**src/rtl/sr_window_mac_pkg.sv**
```systemverilog
// -----------------------------------------------------------------------------
// sr_window_mac_pkg
// Shared ParCNN sizing constants and helpers. Downstream activation/pooling
// stages import this package so their input widths track the MAC result
// width exactly.
// -----------------------------------------------------------------------------
package sr_window_mac_pkg;

  localparam int DEPTH_DEF    = 3;
  localparam int DATA_W_DEF   = 8;
  localparam int WEIGHT_W_DEF = 8;

  // Ceiling log2 usable in constant expressions; clog2_f(1) = 0.
  function automatic int clog2_f(input int value);
    int r;
    r = 0;
    for (int i = 0; i < 31; i++) begin
      if (value > (32'sd1 <<< i)) begin
        r = i + 1;
      end
    end
    return r;
  endfunction

  // Width of a DEPTH-term signed dot product of unsigned taps and signed
  // weights; wide enough that the sum can never overflow.
  function automatic int out_width(input int data_w, input int weight_w,
                                   input int depth);
    return data_w + weight_w + clog2_f(depth);
  endfunction

  // Width of a counter that must hold the values 0..depth inclusive.
  function automatic int cnt_width(input int depth);
    return clog2_f(depth + 1);
  endfunction

endpackage

```
**src/rtl/sr_window_mac_window_adder_tree.sv**
```systemverilog
// -----------------------------------------------------------------------------
// sr_window_mac_window_adder_tree
// Registered signed sum of DEPTH signed products. Reused by pooling and 2-D
// convolution stages.
// Ports:
//   clock     rising-edge clock
//   reset     asynchronous active-low reset
//   in_valid  products bus holds a valid set of terms this cycle
//   products  DEPTH signed terms of IN_W bits, packed
//   out_valid registered copy of in_valid
//   sum       registered sign-extended sum; holds while out_valid is low
// -----------------------------------------------------------------------------
module sr_window_mac_window_adder_tree
  import sr_window_mac_pkg::*;
#(
  parameter  int DEPTH = DEPTH_DEF,
  parameter  int IN_W  = DATA_W_DEF + WEIGHT_W_DEF,
  localparam int SUM_W = IN_W + clog2_f(DEPTH)
) (
  input  logic                    clock,
  input  logic                    reset,
  input  logic                    in_valid,
  input  logic [DEPTH*IN_W-1:0]   products,
  output logic                    out_valid,
  output logic signed [SUM_W-1:0] sum
);

  logic signed [SUM_W-1:0] sum_s;

  // Sign-extend every term to the full sum width before adding.
  always_comb begin
    sum_s = {SUM_W{1'b0}};
    for (int i = 0; i < DEPTH; i++) begin
      sum_s = sum_s + SUM_W'(signed'(products[i*IN_W +: IN_W]));
    end
  end

  // Output register; the sum only updates on a valid set of terms.
  always_ff @(posedge clock or negedge reset) begin
    if (!reset) begin
      out_valid <= 1'b0;
      sum       <= {SUM_W{1'b0}};
    end else begin
      out_valid <= in_valid;
      if (in_valid) begin
        sum <= sum_s;
      end else begin
        sum <= sum;
      end
    end
  end

endmodule

```
**src/rtl/sr_window_mac.sv**
```systemverilog
// -----------------------------------------------------------------------------
// sr_window_mac
// Two-stage multiply-accumulate over the sliding-window tap bus. Produces one
// signed dot product per fully populated window once DEPTH weights have been
// serially loaded.
// Ports:
//   clock          rising-edge clock
//   reset          asynchronous active-low reset
//   window         DEPTH unsigned taps; MSB slice oldest, LSB slice newest
//   win_valid      window holds a newly shifted sample this cycle
//   frame_start    restart fill tracking
//   weight_load    shift weight_in into the weight store
//   weight_in      signed weight
//   weights_ready  DEPTH weights loaded since reset
//   result         signed dot product (holds while result_valid is low)
//   result_valid   one-cycle pulse per accepted window, 2 cycles after it
// -----------------------------------------------------------------------------
module sr_window_mac
  import sr_window_mac_pkg::*;
#(
  parameter  int DEPTH    = DEPTH_DEF,
  parameter  int DATA_W   = DATA_W_DEF,
  parameter  int WEIGHT_W = WEIGHT_W_DEF,
  localparam int OUT_W    = out_width(DATA_W, WEIGHT_W, DEPTH)
) (
  input  logic                       clock,
  input  logic                       reset,
  input  logic [DATA_W*DEPTH-1:0]    window,
  input  logic                       win_valid,
  input  logic                       frame_start,
  input  logic                       weight_load,
  input  logic signed [WEIGHT_W-1:0] weight_in,
  output logic                       weights_ready,
  output logic signed [OUT_W-1:0]    result,
  output logic                       result_valid
);

  localparam int PROD_W = DATA_W + WEIGHT_W;
  localparam int CNT_W  = cnt_width(DEPTH);
  localparam logic [CNT_W-1:0] DEPTH_CNT = CNT_W'(DEPTH);

  logic [WEIGHT_W*DEPTH-1:0] weights_r;
  logic [CNT_W-1:0]          load_cnt_r;
  logic [CNT_W-1:0]          load_next_s;
  logic                      weights_ready_r;
  logic [CNT_W-1:0]          fill_r;
  logic [CNT_W-1:0]          fill_next_s;
  logic                      accept_s;
  logic [PROD_W*DEPTH-1:0]   products_s;
  logic [PROD_W*DEPTH-1:0]   products_r;
  logic                      valid_s1_r;

  assign weights_ready = weights_ready_r;

  // Load counter saturates at DEPTH; the store itself keeps shifting.
  always_comb begin
    load_next_s = load_cnt_r;
    if (weight_load && (load_cnt_r != DEPTH_CNT)) begin
      load_next_s = load_cnt_r + CNT_W'(1);
    end else begin
      load_next_s = load_cnt_r;
    end
  end

  // Weight store shifts toward the MSB so the first-loaded weight ends up
  // paired with the oldest tap.
  always_ff @(posedge clock or negedge reset) begin
    if (!reset) begin
      weights_r       <= {(WEIGHT_W*DEPTH){1'b0}};
      load_cnt_r      <= {CNT_W{1'b0}};
      weights_ready_r <= 1'b0;
    end else begin
      if (weight_load) begin
        weights_r <= {weights_r[WEIGHT_W*(DEPTH-1)-1:0], weight_in};
      end
      load_cnt_r      <= load_next_s;
      weights_ready_r <= (load_next_s == DEPTH_CNT);
    end
  end

  // Fill tracking; a sample arriving with frame_start is the new frame's first.
  always_comb begin
    fill_next_s = fill_r;
    if (frame_start) begin
      if (win_valid) begin
        fill_next_s = CNT_W'(1);
      end else begin
        fill_next_s = {CNT_W{1'b0}};
      end
    end else if (win_valid && (fill_r != DEPTH_CNT)) begin
      fill_next_s = fill_r + CNT_W'(1);
    end else begin
      fill_next_s = fill_r;
    end
  end

  // Acceptance uses the post-update fill count and the current weight state,
  // so a weight_load in this cycle only affects later windows.
  assign accept_s = win_valid && (fill_next_s == DEPTH_CNT) && weights_ready_r;

  // Fill counter register.
  always_ff @(posedge clock or negedge reset) begin
    if (!reset) begin
      fill_r <= {CNT_W{1'b0}};
    end else begin
      fill_r <= fill_next_s;
    end
  end

  // Per-tap multiply: unsigned tap zero-extended, weight sign-extended. The
  // true product always fits in PROD_W signed bits.
  for (genvar i = 0; i < DEPTH; i++) begin : g_mul
    logic signed [PROD_W-1:0] tap_ext_s;
    logic signed [PROD_W-1:0] wt_ext_s;
    assign tap_ext_s = signed'(PROD_W'(window[i*DATA_W +: DATA_W]));
    assign wt_ext_s  = PROD_W'(signed'(weights_r[i*WEIGHT_W +: WEIGHT_W]));
    assign products_s[i*PROD_W +: PROD_W] = tap_ext_s * wt_ext_s;
  end

  // Stage 1 product register.
  always_ff @(posedge clock or negedge reset) begin
    if (!reset) begin
      valid_s1_r <= 1'b0;
      products_r <= {(PROD_W*DEPTH){1'b0}};
    end else begin
      valid_s1_r <= accept_s;
      if (accept_s) begin
        products_r <= products_s;
      end
    end
  end

  sr_window_mac_window_adder_tree #(
    .DEPTH (DEPTH),
    .IN_W  (PROD_W)
  ) u_adder_tree (
    .clock     (clock),
    .reset     (reset),
    .in_valid  (valid_s1_r),
    .products  (products_r),
    .out_valid (result_valid),
    .sum       (result)
  );

endmodule

```
**config.mk**
```make
export PLATFORM = sky130hd
export DESIGN_NAME = sr_window_mac
export DESIGN_NICKNAME = d
export VERILOG_FILES = /design/src/rtl/sr_window_mac_pkg.sv /design/src/rtl/sr_window_mac_window_adder_tree.sv /design/src/rtl/sr_window_mac.sv
export SDC_FILE = /design/constraint.sdc
export NUM_CORES = 1
export LEC_CHECK = 0
export ABC_AREA = 0
export CORE_MARGIN = 2
export CORE_UTILIZATION = 50
export CTS_CLUSTER_DIAMETER = 100
export DETAILED_ROUTE_END_ITERATION = 6
export PLACE_DENSITY = 0.7
export SLEW_MARGIN = 20
export SYNTH_ARGS = -nofsm -noshare
export SYNTH_HDL_FRONTEND = slang
export SYNTH_SLANG_ARGS = --single-unit
```
**constraint.sdc**
```tcl
create_clock -name clock -period 5.4 [get_ports clock]
set_clock_uncertainty 0.05 [all_clocks]
set_input_delay 0.81 -clock clock [delete_from_list [all_inputs] [get_ports clock]]
set_output_delay 0.81 -clock clock [all_outputs]
set_load 0.03 [all_outputs]
```
# After elaboration in Yosys (flattened, before gate mapping)
# Cells that the tools add are included.
[totals]
reg_bits = 97
in_bits = 37
out_inout_bits = 20
wordCells = 27
[classes]
n_addsub = 4
n_mul = 3
n_eq_ne = 4
n_mux = 4
n_reduce_logical = 4
[ops]
columns = ["operator", "count"]
rows = [
  ["9-bit by 8-bit multiplier with 16-bit output", 3],
  ["17-bit by 16-bit adder with 18-bit output", 1],
  ["16-bit by 16-bit adder with 17-bit output", 1],
  ["2-bit two-way mux", 3],
  ["2-bit by 1-bit adder with 2-bit output (second input constant)", 2],
  ["2-bit equality test (second input constant)", 2],
  ["1-bit logical AND", 4],
  ["2-bit inequality test (second input constant)", 2],
  ["1-bit two-way mux", 1],
]

# Logic depth before layout (Yosys ltp)
# Gate-level depths: netlist (run 1).
[logic_depth]
ltp_word = 7
depth_mapped = 18
depth_no_buf = 18

# By module
# Synthesis (run 1) repeated with hierarchy kept, for this count alone.
[unflattened]
hier_cells = 1176
hier_area_um2 = 11222.0
[modules_own_cells]
columns = ["module", "n_inst", "cells_per_inst", "area_each_um2", "seq_area_each_um2"]
rows = [
  ["sr_window_mac", 1, 990, 9350.2, 1951.9],
  ["sr_window_mac_window_adder_tree", 1, 186, 1871.8, 475.5],
]

# Worst setup path after synthesis (run 1)
# OpenSTA, ideal clock, no wires.
[synth_timing]
path_kind = "in2reg"
startpoint = "in window[8]"
endpoint = "reg products_r[27]"
setup_ns = 0.120
arrival_ns = 4.454
t_required_ns = 5.230
slack_ns = 0.776
path_stages = 15
path_buffers = 0
path_cell_list = "nand2b_1 -> fa_1 -> fa_1 -> inv_1 -> fa_1 -> inv_1 -> fa_1 -> inv_1 -> ha_1 -> o21ai_1 -> nor2_2 -> o31ai_4 -> a21boi_1 -> or3_1 -> a31o_1"
[synth_between]
elab_chain_len = 1
[synth_lines]
columns = ["item", "line", "text"]
rows = [
  ["start: declaration", "sr_window_mac.sv:28", "input logic [DATA_W*DEPTH-1:0] window,"],
  ["9-bit by 8-bit multiplier with 16-bit output", "sr_window_mac.sv:117", "assign products_s[i*PROD_W +: PROD_W] = tap_ext_s * wt_ext_s;"],
  ["end signal: assignment", "sr_window_mac.sv:124", "products_r <= {(PROD_W*DEPTH){1'b0}};"],
  ["end signal: assignment", "sr_window_mac.sv:128", "products_r <= products_s;"],
  ["end: declaration", "sr_window_mac.sv:50", "logic [PROD_W*DEPTH-1:0] products_r;"],
]
# No other way between the ends.
# A chain may end at the register's enable or synchronous reset.

# Worst setup path after layout (run 1)
[layout_timing]
startpoint = "in window[20]"
endpoint = "reg products_r[46]"
# The elaborated chain is that of the path after synthesis.

==> flow_summary.yaml, run 1 <==
global_routing:
  gr-max-usage-layer: "met2"
  antenna_found_initial: 0
  grt_max_degree: 75
  grt_use_met3_pct: 3.06
  grt_pass1_vias: 8192
  use_met1_pct: 29.6
  overflow: 0
  grt_use_total_pct: 21.0
  grt_pass1_wl_um: 40200
  grt_use_met2_pct: 34.5
placement:
  io_buffers: 56
  detailed_place.area_mm2: 0.0121
  hpwl_um: 18600
  place_congestion: 0.842
clock_network:
  cts_buffers: 9
  cts_sinks: 97
  cts_tree: "built"
  cts_root_buf: "clkbuf_16"
  htree_levels: 3
  cts.path.max_buffers: 2
  clkLatencyLatePin_ns: 0.36
  cts_resized: 0
  ctsHoldBuffers: 0
  clkTransAtPathRegs_ns: 0.08
  postCtsSetupRepairBufs: 0
timing:
  finalCritPeriodShare_pct: 92.8
  timing.setup.tns_ns: 0
  slew_headroom_pct: 37.4
  min_period_ns: 5.01
  rsz0062_at_grt: "no"
  maxSlewViolCount: 0
  worstMarginPinSlew_ns: 0.939
  holdWs_ns: 0.407
  hold_viol_final: 0
  setup_violations: 0
  fmaxAchievable_ghz: 0.200
drt:
  routed_wl_um: 22900
  vias: 8054
  wl_per_cell_um: 15.3
  drc: 0
  via_per_inst: 5.37
  drt-initial-drc-count: 368
  dr.pass1.iters: 5
  ant_nets: 0
synth:
  ys.flop_type: "dfrtp_1"
  synthCells: 1158
  synth_enable_flop_cells: 0
  synth_most_common_cell: "inv_1"
  syn_area_mm2: 0.0112
  synth_seq_area_share_pct: 21.7
  ys_types: 65
  synth_top_area_share_pct: 23.0
  yosys-top-cells-area: "fa_1 23%, dfrtp_1 22%, ha_1 15%"
  yosys-top-cells-count: "176 x inv_1, 139 x nand2_1, 138 x ha_1, 128 x fa_1, 127 x and2_1"
  netlist.top_cell.by_area: "fa_1"
  syn_avg_cell_area_um2: 9.64
  async_reset_ff_share_pct: 100
  yosysWarnings: 0
  syn-num-nets: 1461
  yosys_register_bits: 97
critical_path:
  critPathRequiredTime_ns: 5.57
  start_kind: "input port"
  crit_fanout: 8
  worstSetupEndpointType: "register"
  worstSetupPathType: "in -> reg"
  critPathArrivalTime_ns: 5.18
worst_hold_path:
  hold_class: "in -> async"
floorplanning:
  rows: 54
  die-area_mm2: 0.0235
  die_h_um: 153
  io-pin-count: 57
  core_mm2: 0.0219
  die_w_um: 153
  initial_utilization_pct: 51.0
run:
  maxCapViolCount: 0
power:
  irDropWorstVdd_mv: 0.325
  power.density_mw_per_mm2: 572
  leakagePower_uw: 0.00613
finish:
  drive_gt1_share_pct: 7.13
  diodes: 0
  multi_input_area_mm2: 0.00796
  utilization_pct: 56.5
  ff_latch_area_mm2: 0.00243
  fillers: 2008
  stdcell_area_mm2: 0.0124
  fin_nets: 1518
  area_growth_pct: 10.9
outcome:
  status: "finished clean"
flip-flops by register name, summed over array words and instances (netlist names):
| register | cells |
|---|---|
| u_adder_tree.out_valid | 1 |
| u_adder_tree.sum | 18 |
| valid_s1_r | 1 |
| products_r | 48 |
| weights_r | 24 |
| weights_ready | 1 |
| fill_r | 2 |
| load_cnt_r | 2 |
through the flow:
step           power [µW]  setup slack [ns]  instances
2_1_floorplan        5210             0.776       1158
3_3_place_gp         6290            0.0854       1484
3_5_place_dp         6400            0.0268       1484
4_1_cts              7140             0.401       1500
5_1_grt              7910             0.169       1500
6_report             7080             0.391       1500
final cells by class:
type | instances | area share, %
clock buffer | 9 | 1.82
multi-input combinational | 860 | 64.4
inverter | 178 | 5.40
timing repair buffer | 69 | 5.30
sequential | 97 | 19.6
tap | 280 | 2.83
clock inverter | 7 | 0.687
worst paths after layout:
check                      depth (start not counted)  slack, ns        endpoint          start
max                                               15       0.39  products_r[46]     window[20]
min                                                1       0.41       fill_r[1]          reset
max reg2reg                                       15       0.73  products_r[30]  weights_r[15]
min reg2reg                                        1       0.45   load_cnt_r[0]  load_cnt_r[0]
max in group asynchronous                          2       3.80  products_r[21]          reset
min in group clock                                 1       0.45   load_cnt_r[0]  load_cnt_r[0]
metal layers:
metal / vias to the layer above / part of all wire, %
met4: 0 / 1.3
met3: 27 / 4.0
met1: 4008 / 48
li1: 3864 / -
met2: 155 / 47
met5: - / 0
cell families (layout without fill, tap and decap cells):
kind of cell	Yosys count	in the layout	share of synthesized area (%)
mux	36	36	3.60
buf+inv	201	263	6.93
compound gates	159	159	10.1
fa+ha+maj	266	266	38.4
xor+xnor	39	39	3.06
flops	97	97	21.7
simple gates	360	360	16.2
power breakdown:
| part | internal (µW) | switching [µW] |
|---|---|---|
| clock | 370 | 308 |
| combinational | 2230 | 2920 |
| sequential | 983 | 272 |
| total | 3580 | 3500 |
critical path: stages:
cell	delay, ns
clkdlybuf4s50_1	0.57
and2_1	0.26
fa_1	0.55
fa_1	0.43
fa_1	0.50
inv_1	0.05
fa_1	0.47
inv_1	0.04
ha_1	0.38
and2_2	0.25
a311oi_2	0.30
a21boi_2	0.12
o21ai_1	0.15
xor2_1	0.21
o21ai_1	0.08
cell usage in the layout (no fill, tap or decap), types with 21 or more instances in the layout:
cell	Yosys	layout
a21oi_1	22	22
fa_1	128	128
mux2_2	33	33
inv_1	176	176
ha_1	138	138
nor2_1	40	40
and2_1	127	127
nand2_1	139	139
dfrtp_1	97	97
o21ai_0	38	38
clkdlybuf4s50_1	0	55
xnor2_1	21	21
No activity file was read; power rests on OpenSTA's default activity.
==> inputs of run 2 (changes only) <==
Settings changed: CORE_ASPECT_RATIO from default to 1.75.
Clock period 5.4 ns to 6.2 ns, I/O delays scaled along.
==> run 2 against run 1 <==
Global-route usage rose by 1.7 points. Cell count up 0.47%. Non-clock buffer count down 9. Critical path depth did not move. Clock power decreased by 15%. Setup slack gained 0.60 ns. Sequential power is 11% lower. Combinational power decreased by 11%. Power fell by 11%. Via count up 0.34%. Cell area down 0.42%. Largest power group unchanged.
==> flow_summary.yaml, run 2 (synthesized netlist as in run 1, its figures left out) <==
power:
  irDropWorstVdd_mv: 0.271
  power.density_mw_per_mm2: 510
  leakagePower_uw: 0.00608
drt:
  ant_nets: 0
  via_per_inst: 5.36
  dr.pass1.iters: 4
  routed_wl_um: 25000
  drc: 0
  wl_per_cell_um: 16.6
  vias: 8081
  drt-initial-drc-count: 265
finish:
  stdcell_area_mm2: 0.0123
  reg_top3: "products_r: 48 flops, weights_r: 24 flops, u_adder_tree.sum: 18 flops"
  final_common_cell: "inv_1"
  fin_nets: 1509
  largest-register: "products_r"
  mostFrequentLayoutCells: "176 x inv_1, 139 x nand2_1, 138 x ha_1"
  drive_gt1_share_pct: 6.36
  largest_register_ffs: 48
  diodes: 0
  utilization_pct: 56.1
  area_growth_pct: 10.4
floorplanning:
  initial_utilization_pct: 50.8
  die_h_um: 202
  rows: 72
  die-area_mm2: 0.0236
  io-pin-count: 57
  core_mm2: 0.0220
  die_w_um: 117
critical_path:
  worstSetupEndpointType: "register"
  path_cells: "clkdlybuf4s50_1, and2_1, fa_1, fa_1, fa_1, inv_1, fa_1, inv_1, ha_1, o21a_1, o31ai_2, a31oi_1, o22ai_1, xor2_1, o21ai_1"
  critPathRequiredTime_ns: 6.35
  cpMostUsedCell: "fa_1"
  worstSetupPathType: "in -> reg"
  critPathArrivalTime_ns: 5.36
  crit_slowest_cell: "clkdlybuf4s50_1"
  start_kind: "input port"
  crit_fanout: 8
  max_stage_delay_ns: 0.58
global_routing:
  antenna_found_initial: 0
  grt_use_total_pct: 22.7
  overflow: 0
  grt_max_degree: 77
  grt_pass1_vias: 8653
  grt_pass1_wl_um: 42000
timing:
  fmaxAchievable_ghz: 0.192
  slew_headroom_pct: 36.5
  finalCritPeriodShare_pct: 84.1
  min_period_ns: 5.21
  hold_viol_final: 0
  setup_violations: 0
  timing.setup.tns_ns: 0
  maxSlewViolCount: 0
  worstMarginPinSlew_ns: 0.953
  rsz0062_at_grt: "no"
clock_network:
  postCtsSetupRepairBufs: 0
  htree_levels: 3
  cts_sinks: 97
  cts_resized: 0
  clkTransAtPathRegs_ns: 0.07
  cts.path.max_buffers: 2
  cts_buffers: 9
  cts_tree: "built"
  ctsHoldBuffers: 0
  clkLatencyLatePin_ns: 0.35
  cts_root_buf: "clkbuf_16"
placement:
  detailed_place.area_mm2: 0.0120
  hpwl_um: 20500
  io_buffers: 56
  place_congestion: 0.919
outcome:
  status: "finished clean"
worst_hold_path:
  hold_class: "in -> async"
run:
  maxCapViolCount: 0
[run 2: layout make-up]
class                      count  area [µm²]
multi-input combinational    860        7960
timing repair buffer          60         588
tap                          296         370
clock buffer                  11         243
clock inverter                 5        62.6
fill                        2013        9660
inverter                     178         668
sequential                    97        2430
[run 2: worst max-delay path, delay by kind of cell]
family	cells	cell delay, ns
buf+inv	3	0.69
xor+xnor	1	0.21
compound gates	5	0.84
fa+ha+maj	5	2.43
simple gates	1	0.26
[run 2: path summary, 6_finish.rpt]
check | startpoint | to | slack [ns] | cells after the start
setup reg to reg | weights_r[7] | products_r[12] | 1.46 | 15
min in group clock | load_cnt_r[0] | load_cnt_r[0] | 0.45 | 1
max in group asynchronous | reset | weights_r[9] | 4.45 | 2
setup / recovery | window[10] | products_r[30] | 0.99 | 15
hold / removal | reset | fill_r[0] | 0.41 | 1
hold reg to reg | load_cnt_r[0] | load_cnt_r[0] | 0.45 | 1
[run 2: metal layers]
metal | vias up | global-route usage [%] | wire length [µm]
met5 | - | 0 | 0
met4 | 0 | 7.86 | 844
met3 | 60 | 2.02 | 433
met2 | 138 | 43.2 | 14400
met1 | 4034 | 25.5 | 9350
li1 | 3849 | - | -
[run 2: power by group]
part           total [µW]  switching [µW]  leakage, µW  internal [µW]
logic                4600            2640      0.00472           1960
registers            1110             253      0.00122            856
clock network         574             248     0.000142            326
total                6280            3140      0.00608           3140
[run 2: through the flow]
step           instances  power [µW]  worst slack (ns)  hold slack [ns]
2_1_floorplan       1158        4540              1.46            0.302
3_3_place_gp        1491        5630             0.691            0.431
3_5_place_dp        1491        5700             0.657            0.441
4_1_cts             1507        6330              1.00            0.417
5_1_grt             1507        6940             0.776            0.428
6_report            1507        6280             0.988            0.408
==> inputs of run 3 (changes only) <==
Clock period 6.2 ns to 4.85 ns, I/O delays scaled along.
==> run 3 against run 2 <==
Count of clock-buffer cells in the layout stayed put. Register-to-register slack worse by 1.2 ns. Setup slack worse by 0.88 ns. Utilization rose by 3.6 points. Cell area grew 6.4%. Sequential power rose by 27%. Sequential cell count unchanged. First-iteration DRC count increased by 13%. Clock power is 26% higher. Largest power group unchanged. Highest routed layer unchanged.
==> flow_summary.yaml, run 3 (synthesized netlist as in run 1, its figures left out) <==
floorplanning:
  die-area_mm2: 0.0236
  die_w_um: 117
  io-pin-count: 57
  core_mm2: 0.0220
  die_h_um: 202
  rows: 72
  initial_utilization_pct: 50.8
clock_network:
  clkLatencyLatePin_ns: 0.35
  htree_levels: 3
  cts.path.max_buffers: 2
  cts_sinks: 97
  clkTransAtPathRegs_ns: 0.07
  ctsHoldBuffers: 0
  cts_root_buf: "clkbuf_16"
  cts_tree: "built"
  cts_buffers: 9
placement:
  detailed_place.area_mm2: 0.0127
  place_congestion: 0.907
  io_buffers: 56
  dp_slack_ns: -0.371
  hpwl_um: 21600
drt:
  drt-initial-drc-count: 300
  wl_met1_um: 9400
  highest_layer: "met4"
  via_per_inst: 5.25
  wl_met2_um: 14700
  drc: 0
  routed_wl_um: 26000
  vias: 8376
  wl_per_cell_um: 16.3
  ant_nets: 0
  wl_met3_um: 589
  dr.pass1.iters: 4
timing:
  hold_viol_final: 0
  fmaxAchievable_ghz: 0.211
  min_period_ns: 4.75
  worstMarginPinSlew_ns: 0.900
  slew_headroom_pct: 40.0
  setup_violations: 0
  setup_slack_ns: 0.105
  maxSlewViolCount: 0
  rsz0062_at_grt: "yes"
  finalCritPeriodShare_pct: 97.8
power:
  combPwrFrac_pct: 75.8
  power.density_mw_per_mm2: 672
  p_int_uw: 4620
  p_seq_share_pct: 16.0
  leakagePower_uw: 0.00668
  irDropWorstVdd_mv: 0.378
  clkPwrFrac_pct: 8.2
  p_switching_uw: 4200
  switching_share_pct: 47.6
critical_path:
  critPathArrivalTime_ns: 4.92
  crit_fanout: 3
  start_kind: "input port"
  worstSetupPathType: "in -> reg"
  critPathRequiredTime_ns: 5.03
  worstSetupEndpointType: "register"
global_routing:
  grt_pass1_vias: 9178
  overflow: 0
  antenna_found_initial: 0
  grt_pass1_wl_um: 43500
  grt_use_total_pct: 23.5
  grt_max_degree: 66
finish:
  diodes: 0
  reg_top3: "products_r: 48 flops, weights_r: 24 flops, u_adder_tree.sum: 18 flops"
  fin_nets: 1597
  final_common_cell: "inv_1"
  stdcell_area_mm2: 0.0131
  fillers: 1932
  largest-register: "products_r"
  drive_gt1_share_pct: 13.7
  area_growth_pct: 17.4
  largest_register_ffs: 48
  mostFrequentLayoutCells: "176 x inv_1, 139 x nand2_1, 134 x ha_1"
worst_hold_path:
  hold_class: "in -> async"
run:
  maxCapViolCount: 0
outcome:
  status: "finished clean"
[run 3: cell count changes in the layout (fill, tap and decap cells not counted), moves of 2 or more]
| cell | delta |
|---|---|
| a211oi_2 | +2 |
| ha_1 | -4 |
| fa_1 | -3 |
| dlymetal6s2s_1 | +18 |
| a211oi_1 | -2 |
| ha_4 | +2 |
| ha_2 | +2 |
| clkdlybuf4s50_1 | -18 |
| buf_4 | +87 |
| fa_2 | +3 |
[run 3: path summary, 6_finish.rpt]
path / startpoint / to / slack, ns / cells after the start
max: window[23] / products_r[47] / 0.10 / 16
min: reset / load_cnt_r[0] / 0.44 / 1
max reg2reg: weights_r[15] / products_r[31] / 0.27 / 15
min reg2reg: load_cnt_r[0] / load_cnt_r[0] / 0.45 / 1
max in group asynchronous: reset / products_r[2] / 3.35 / 2
min in group clock: load_cnt_r[0] / load_cnt_r[0] / 0.45 / 1
[run 3: critical path: stages]
cell and delay [ns]:
clkdlybuf4s50_1 0.51, nand2_1 0.09, fa_1 0.55, fa_1 0.54
inv_1 0.06, fa_1 0.54, inv_1 0.05, fa_1 0.49
inv_1 0.04, ha_1 0.30, o21ai_1 0.12, nor2_1 0.09
a41oi_1 0.40, a31oi_1 0.16, xnor2_1 0.19, o21ai_1 0.07
[run 3: per-layer routing]
metal	GRT usage [%]	up-vias
met5	0	-
met4	11.6	0
met3	2.68	75
met2	44.2	176
met1	24.9	4116
li1	-	4009
[run 3: metrics by stage]
step	instances	util, %	total power (µW)	hold WS, ns	TNS [ns]
global placement	1576	57.6	7820	0.431	-3.73
CTS	1591	59.0	8740	0.453	0
global route	1594	59.6	9690	0.479	-0.0293
detailed placement	1576	57.6	7940	0.436	-4.46
finish	1594	59.6	8810	0.436	0
floorplan	1158	-	5800	0.302	0
[run 3: repair_timing]
| action | 4_1_cts | 5_1_grt |
|---|---|---|
| setup buffers | 0 | 3 |
| resized for setup | 1 | 33 |
| endpoints found under the setup margin | 1 | 18 |
| pin swaps | 0 | 9 |
[run 3: area by class of cell]
| class | count | area [µm²] | share of cell area, % |
|---|---|---|---|
| clock buffer | 11 | 243 | 1.85 |
| clock inverter | 4 | 53.8 | 0.410 |
| inverter | 178 | 668 | 5.10 |
| multi-input combinational | 860 | 8050 | 61.4 |
| sequential | 97 | 2430 | 18.5 |
| tap | 296 | 370 | 2.82 |
| timing repair buffer | 148 | 1300 | 9.90 |
[run 3: power groups by stage]
stage          clock [µW]  sequential [µW]  combinational (µW)
3_3_place_gp            0             1420                6400
3_5_place_dp            0             1430                6520
5_1_grt               766             1450                7470
6_report              721             1410                6680
2_1_floorplan           0             1430                4370
4_1_cts               735             1420                6590
